[src/rtl/harness_pkg.sv]
// Shared harness definitions: pad count, project id limits and the switch
// sequencer state encoding.
package harness_pkg;
  localparam int MPRJ_IO_PADS = 38;
  localparam int MAX_PROJECTS = 256;

  typedef enum logic [1:0] {IDLE, QUIESCE, SWITCH, RELEASE} seq_state_t;

  localparam logic [MPRJ_IO_PADS-1:0] OEB_ALL_INPUT = '1;
endpackage

[src/rtl/seq_down_counter.sv]
// Loadable down-counter with a zero flag; holds at zero instead of wrapping.
module seq_down_counter #(
  parameter int           W       = 4,
  parameter logic [W-1:0] RST_VAL = '0
) (
  input  logic         clk,
  input  logic         rst,
  input  logic         load,
  input  logic [W-1:0] load_val,
  input  logic         dec,
  output logic         zero
);
  logic [W-1:0] count;

  always_ff @(posedge clk or posedge rst) begin
    if (rst)                      count <= RST_VAL;
    else if (load)                count <= load_val;
    else if (dec && count != '0)  count <= count - W'(1);
  end

  assign zero = (count == '0);
endmodule

[src/rtl/project_switch_sequencer.sv]
// Active-project selector: every change tri-states pads, holds both projects
// in reset around the mux switch, then applies the incoming project's oeb.
module project_switch_sequencer
  import harness_pkg::*;
#(
  parameter int NUM_PROJECTS   = 8,
  parameter int IO_PADS        = MPRJ_IO_PADS,
  parameter int QUIESCE_CYCLES = 4,
  parameter int RESET_CYCLES   = 8,
  parameter int PERIOD_W       = 32
) (
  input  logic                    wb_clk_i,
  input  logic                    wb_rst_i,
  input  logic                    req_valid,
  output logic                    req_ready,
  input  logic [7:0]              req_project,
  input  logic                    cfg_we,
  input  logic [7:0]              cfg_project,
  input  logic [IO_PADS-1:0]      cfg_oeb,
  input  logic                    rotate_en,
  input  logic [PERIOD_W-1:0]     rotate_period,
  output logic [7:0]              active_project,
  output logic [IO_PADS-1:0]      io_oeb,
  output logic [NUM_PROJECTS-1:0] proj_reset,
  output logic                    busy,
  output logic                    done,
  output logic                    err_invalid
);
  localparam int IDX_W   = (NUM_PROJECTS > 1) ? $clog2(NUM_PROJECTS) : 1;
  localparam int CNT_MAX = (QUIESCE_CYCLES > RESET_CYCLES) ? QUIESCE_CYCLES : RESET_CYCLES;
  localparam int CNT_W   = $clog2(CNT_MAX + 1);
  localparam logic [CNT_W-1:0] Q_LOAD = CNT_W'(QUIESCE_CYCLES - 1);
  localparam logic [CNT_W-1:0] R_LOAD = CNT_W'(RESET_CYCLES - 1);
  // Boot release starts one count higher: the first post-reset edge only
  // narrows proj_reset down to project 0, which then gets the full hold.
  localparam logic [CNT_W-1:0] R_BOOT = CNT_W'(RESET_CYCLES);
  localparam logic [7:0]       LAST_ID = 8'(NUM_PROJECTS - 1);
  localparam logic [IO_PADS-1:0] OEB_OFF = '1;

  seq_state_t                           state;
  logic [7:0]                           target;
  logic [NUM_PROJECTS-1:0][IO_PADS-1:0] oeb_table;
  logic [PERIOD_W-1:0]                  dwell;
  logic                                 rot_on, rot_fire, ext_take, ext_ok, cfg_ok, start;
  logic [7:0]                           start_id, next_id;
  logic                                 cnt_load, cnt_dec, cnt_zero;
  logic [CNT_W-1:0]                     cnt_val;

  function automatic logic [NUM_PROJECTS-1:0] onehot(input logic [IDX_W-1:0] idx);
    return NUM_PROJECTS'(1) << idx;
  endfunction

  assign rot_on   = rotate_en && (rotate_period != '0);
  assign rot_fire = (state == IDLE) && rot_on && (dwell >= rotate_period - PERIOD_W'(1));
  assign ext_take = req_valid && req_ready;
  assign ext_ok   = ext_take && ({24'd0, req_project} < 32'(NUM_PROJECTS));
  assign cfg_ok   = {24'd0, cfg_project} < 32'(NUM_PROJECTS);
  assign next_id  = (active_project >= LAST_ID) ? 8'd0 : active_project + 8'd1;
  // An external request in the expiry cycle wins, even when it is rejected.
  assign start    = ext_ok || (rot_fire && !ext_take);
  assign start_id = ext_take ? req_project : next_id;

  // One counter times both QUIESCE and RELEASE; they never overlap.
  assign cnt_load = start || (state == SWITCH);
  assign cnt_val  = (state == SWITCH) ? R_LOAD : Q_LOAD;
  assign cnt_dec  = (state == QUIESCE) || (state == RELEASE);

  seq_down_counter #(.W(CNT_W), .RST_VAL(R_BOOT)) u_cnt (
    .clk      (wb_clk_i),
    .rst      (wb_rst_i),
    .load     (cnt_load),
    .load_val (cnt_val),
    .dec      (cnt_dec),
    .zero     (cnt_zero)
  );

  always_ff @(posedge wb_clk_i or posedge wb_rst_i) begin
    if (wb_rst_i)               oeb_table <= '1;
    else if (cfg_we && cfg_ok)  oeb_table[cfg_project[IDX_W-1:0]] <= cfg_oeb;
  end

  always_ff @(posedge wb_clk_i or posedge wb_rst_i) begin
    if (wb_rst_i)                                    dwell <= '0;
    else if (!rot_on || state == SWITCH || rot_fire) dwell <= '0;
    else if (state == IDLE && dwell != '1)           dwell <= dwell + PERIOD_W'(1);
  end

  always_ff @(posedge wb_clk_i or posedge wb_rst_i) begin
    if (wb_rst_i) begin
      state          <= RELEASE;
      target         <= '0;
      active_project <= '0;
      io_oeb         <= OEB_OFF;
      proj_reset     <= '1;
      busy           <= 1'b1;
      req_ready      <= 1'b0;
      done           <= 1'b0;
      err_invalid    <= 1'b0;
    end else begin
      done        <= 1'b0;
      err_invalid <= 1'b0;
      case (state)
        IDLE: begin
          if (ext_take && !ext_ok) begin
            err_invalid <= 1'b1;
          end else if (start) begin
            state      <= QUIESCE;
            target     <= start_id;
            io_oeb     <= OEB_OFF;
            proj_reset <= onehot(active_project[IDX_W-1:0]);
            busy       <= 1'b1;
            req_ready  <= 1'b0;
          end
        end
        QUIESCE: if (cnt_zero) state <= SWITCH;
        SWITCH: begin
          active_project <= target;
          proj_reset     <= onehot(target[IDX_W-1:0]);
          state          <= RELEASE;
        end
        RELEASE: begin
          if (cnt_zero) begin
            state      <= IDLE;
            proj_reset <= '0;
            io_oeb     <= oeb_table[target[IDX_W-1:0]];
            done       <= 1'b1;
            busy       <= 1'b0;
            req_ready  <= 1'b1;
          end else begin
            proj_reset <= onehot(target[IDX_W-1:0]);
          end
        end
        default: state <= IDLE;
      endcase
    end
  end
endmodule

[config.mk]
export PLATFORM = sky130hd
export DESIGN_NAME = project_switch_sequencer
export DESIGN_NICKNAME = d
export VERILOG_FILES = /design/src/rtl/harness_pkg.sv /design/src/rtl/seq_down_counter.sv /design/src/rtl/project_switch_sequencer.sv
export SDC_FILE = /design/constraint.sdc
export NUM_CORES = 1
export LEC_CHECK = 0
export CORE_UTILIZATION = 35
export CTS_BUF_LIST = sky130_fd_sc_hd__clkbuf_8
export DETAILED_ROUTE_END_ITERATION = 12
export DONT_BUFFER_PORTS = 1
export PLACE_DENSITY_LB_ADDON = 0.2
export SLEW_MARGIN = 20
export SYNTH_ARGS = -nofsm -noshare
export SYNTH_HDL_FRONTEND = slang
export SYNTH_HIERARCHICAL = 1
export SYNTH_SLANG_ARGS = --single-unit
[constraint.sdc]
create_clock -name wb_clk_i -period 38.6 [get_ports wb_clk_i]
set_clock_uncertainty 0.2 [all_clocks]
set_input_delay 7.72 -clock wb_clk_i [delete_from_list [all_inputs] [get_ports wb_clk_i]]
set_output_delay 7.72 -clock wb_clk_i [all_outputs]
set_load 0.005 [all_outputs]
==> summary.md <==
| Metric | Value |
|---|---|
| Num rows | 87 |
| Setup TNS | 0 ns |
| Largest net degree at the start of global routing | ~180 |
| Layout Nets | 1635 |
| Setup Buffers After CTS | 0 |
| Hold bufs inserted after CTS | 0 |
| Synth warn | 6 |
| Wirelength per Cell | between 20 and 25 µm |
| First-pass GRT wire length | about 78 mm |
| Tightest Pin Transition | approximately 1.1 ns |
| Crit path to | req_ready |
| Most common cell after layout, fill and taps aside | dfstp_2 |
| Max Slew Vio Count | 0 |
| Die area | slightly below 60000 µm² |
| CTS resizes | 0 |
| Slowest-stage cell, CP | nor3_4 |
| Syn_area_per_cell | around 14 µm² |
| Class of the worst hold path | flop to flop |
| Worst flop-to-flop path startpoint | dwell[30] |
| IO Pins | approximately 150 |
| CTS H-Tree Depth | 3 |
| Top_reg_cell synth | dfstp_2 |
| DRT antenna net count | 0 |
| DRC Markers | 0 |
| DR pass1 iterations | 4 |
| Commonest non-fill, non-tap cells in the layout | dfstp_2, mux2_2, nand2_1, clkbuf_8, mux4_2 |
| Syn-to-layout area delta | 11.54% |
| Core area | about 57000 µm² |
| DR iter-0 viols | 506 |
| Netlist cell types | about 60 |
| CTS max path bufs | 3 |
| Cell taking the most area after synthesis | dfstp_2 |
| Syn Inst Count | 1481 |
| Vias in the first global route | 13130 |
| Final Critical Period | approximately 12 ns |
| Yosys reg bits | 408 |
| Post-synthesis sequential area ratio | 0.5250 |
| Number of vias in the routed layout | approximately 12000 |
| Leak Pwr | 9.219 nW |
| Clock Latency Late Sink | roughly 0.65 ns |
| Initial antenna violation count | 0 |
| CP startpoint | rotate_period[4] |
| Max_cap viols | 0 |
| CTS root buffer | clkbuf_8 |
| Final HPWL from detailed placement | between 20 and 30 mm |
| Final wirelength | between 40 and 50 mm |
| Reg-to-Reg End | req_ready |
| CTS tree | built |
| Kind of critical path | primary input to flop |
| Hold Vio Cnt, Final | 0 |
| Setup crit end kind | flop |
| Achievable Freq | between 80 and 90 MHz |
| Peak VDD IR | approximately 0.000030 V |
| Via density | 5.240 |
| Die height | around 240 µm |
| Global route overflow | 0 |
| GRT Overall Usage | 0.1721 |
| R2r setup slk | 34.57 ns |
| Worst-case reg-to-reg path depth | 8 |
| RSZ-0062 raised after global routing | no |
| Status | complete, no violations |
| Post-synth EDFFs | 0 |
| Setup violations, final | 0 |
| Worst-path clk slew | roughly 0.060 ns |
| Worst-path cell chain | nor4_1, nand2_1, or3_1, nor2_1, nand2_1, xor2_1, ha_1, nand4_1, or3_1, nor3_1, a211oi_1, nor3_4, buf_4, mux2_4 |
| Share of cells above drive strength 1 | 0.6080 |
| Starting Density | 0.3571 |
| Num CTS Buffers | 75 |
| Synth async-reset ratio | 1.000 |
| Pwr Total | 1.161 mW |
| PwrDens | ~51 nW/µm² |
| Fin cells | 2303 |
| Sink Count | about 410 |
| Slew HR | 0.2616 |
| Gpl congestion | 0.8427 |
| Placed insts | roughly 2200 |
| Crit Path Max Fanout | 30 |
| Port Buffer Count | 0 |
| Post-synth top area share | 0.4584 |
| Hold_ws | about 0.30 ns |
| Startpoint Class | primary input |
| Crit path required time | 38.92 ns |
| Fin crit share | 0.3231 |
| Die extent in x | roughly 240 µm |
| WP data arrival | ~13 ns |
| Synth area leaders | dfstp_2, mux2_2, mux4_2 |
| Number of fill cells | 5368 |
| Crit-path max cell delay | 0.81 ns |
| Netlist Area Pre-Place | a little over 20000 µm² |
[synthesized netlist by cell type, types with 3 or more instances]
cell type  number
a211oi_1        8
a21boi_0        4
a21oi_1        16
a22oi_1         4
and3_1          6
and4_1          7
buf_1          19
buf_6           4
clkbuf_1       57
dfrtp_1        54
dfstp_2       354
ha_1           45
inv_1          26
mux2_2        318
mux2_4         40
mux2i_1         3
mux4_2         76
nand2_1       127
nand2b_1        6
nand3_1        58
nand3b_1        3
nand4_1        14
nor2_1         64
nor2b_1         3
nor3_1         20
nor3b_1         4
nor4_1         11
o21ai_0        12
o22ai_1         6
or2_2           6
or3_1           9
xnor2_1        35
xor2_1         24
[power breakdown]
group          total (mW)  internal, mW  leakage, nW  switching (mW)
registers           0.535         0.500         4.39          0.0343
logic               0.215         0.103         3.98           0.112
clock network       0.411         0.229        0.844           0.182
[worst max-delay path: cells and delay by family]
kind,cells,cell delay [ns]
xor gates and xnor gates,1,0.17
and+or+nand+nor,9,3.31
muxes,1,0.35
buffers and inverters,1,0.70
adders and majority gates,1,0.30
AOI/OAI and AO/OA,1,0.23
[cells by family after synthesis]
family	count (synthesis)	share of synthesized area
mux	437	0.2919
flops	408	0.5250
compound gates	67	0.02214
xor+xnor	59	0.02547
buf+inv	106	0.02109
other cells	2	0.0003701
fa+ha+maj	45	0.02775
simple gates	357	0.08632
[layer usage]
metal	vias up	share of wire	GRT usage
met1	6309	0.45	0.2302
met3	93	0.054	0.04578
met4	0	0.023	0.05327
met5	-	0	0
met2	240	0.47	0.2715
li1	5425	-	-
[through the flow]
step                  util  setup slack (ns)  cell area (µm²)
CTS                 0.3977             26.15            22600
global route        0.3983             25.98            22630
finish              0.3983             26.13            22630
detailed placement  0.3717             25.47            21120
floorplan                -             20.03            20300
global placement    0.3717             25.55            21120
[flip-flops by register name (all words and copies together) (netlist names)]
signal	count
io_oeb	38
proj_reset	8
u_cnt/count	4
oeb_table	304
state	2
err_invalid	1
req_ready	1
busy	1
active_project	8
target	8
done	1
dwell	32
[worst min-delay path by stage]
stage / startpoint / to / slack [ns] / cells after the start
floorplan: target[6] / active_project[6] / 0.27 / 1
global placement: target[7] / active_project[7] / 0.28 / 1
detailed placement: target[6] / active_project[6] / 0.29 / 1
CTS: target[6] / active_project[6] / 0.30 / 1
global route: target[6] / active_project[6] / 0.33 / 1
finish: target[6] / active_project[6] / 0.30 / 1
[area by class of cell]
type / count / area, µm² / area share
inverters: 26 / 110.1 / 0.004865
clock inverters: 31 / 198.9 / 0.008790
diodes: 1 / 2.502 / 0.0001106
clock buffers: 93 / 1280 / 0.05655
multi-input cells: 968 / 9251 / 0.4088
repair buffers: 20 / 182.7 / 0.008071
well taps: 756 / 945.9 / 0.04179
flip-flops and latches: 408 / 10660 / 0.4711
Note: power is estimated with default switching activity, not from simulation.
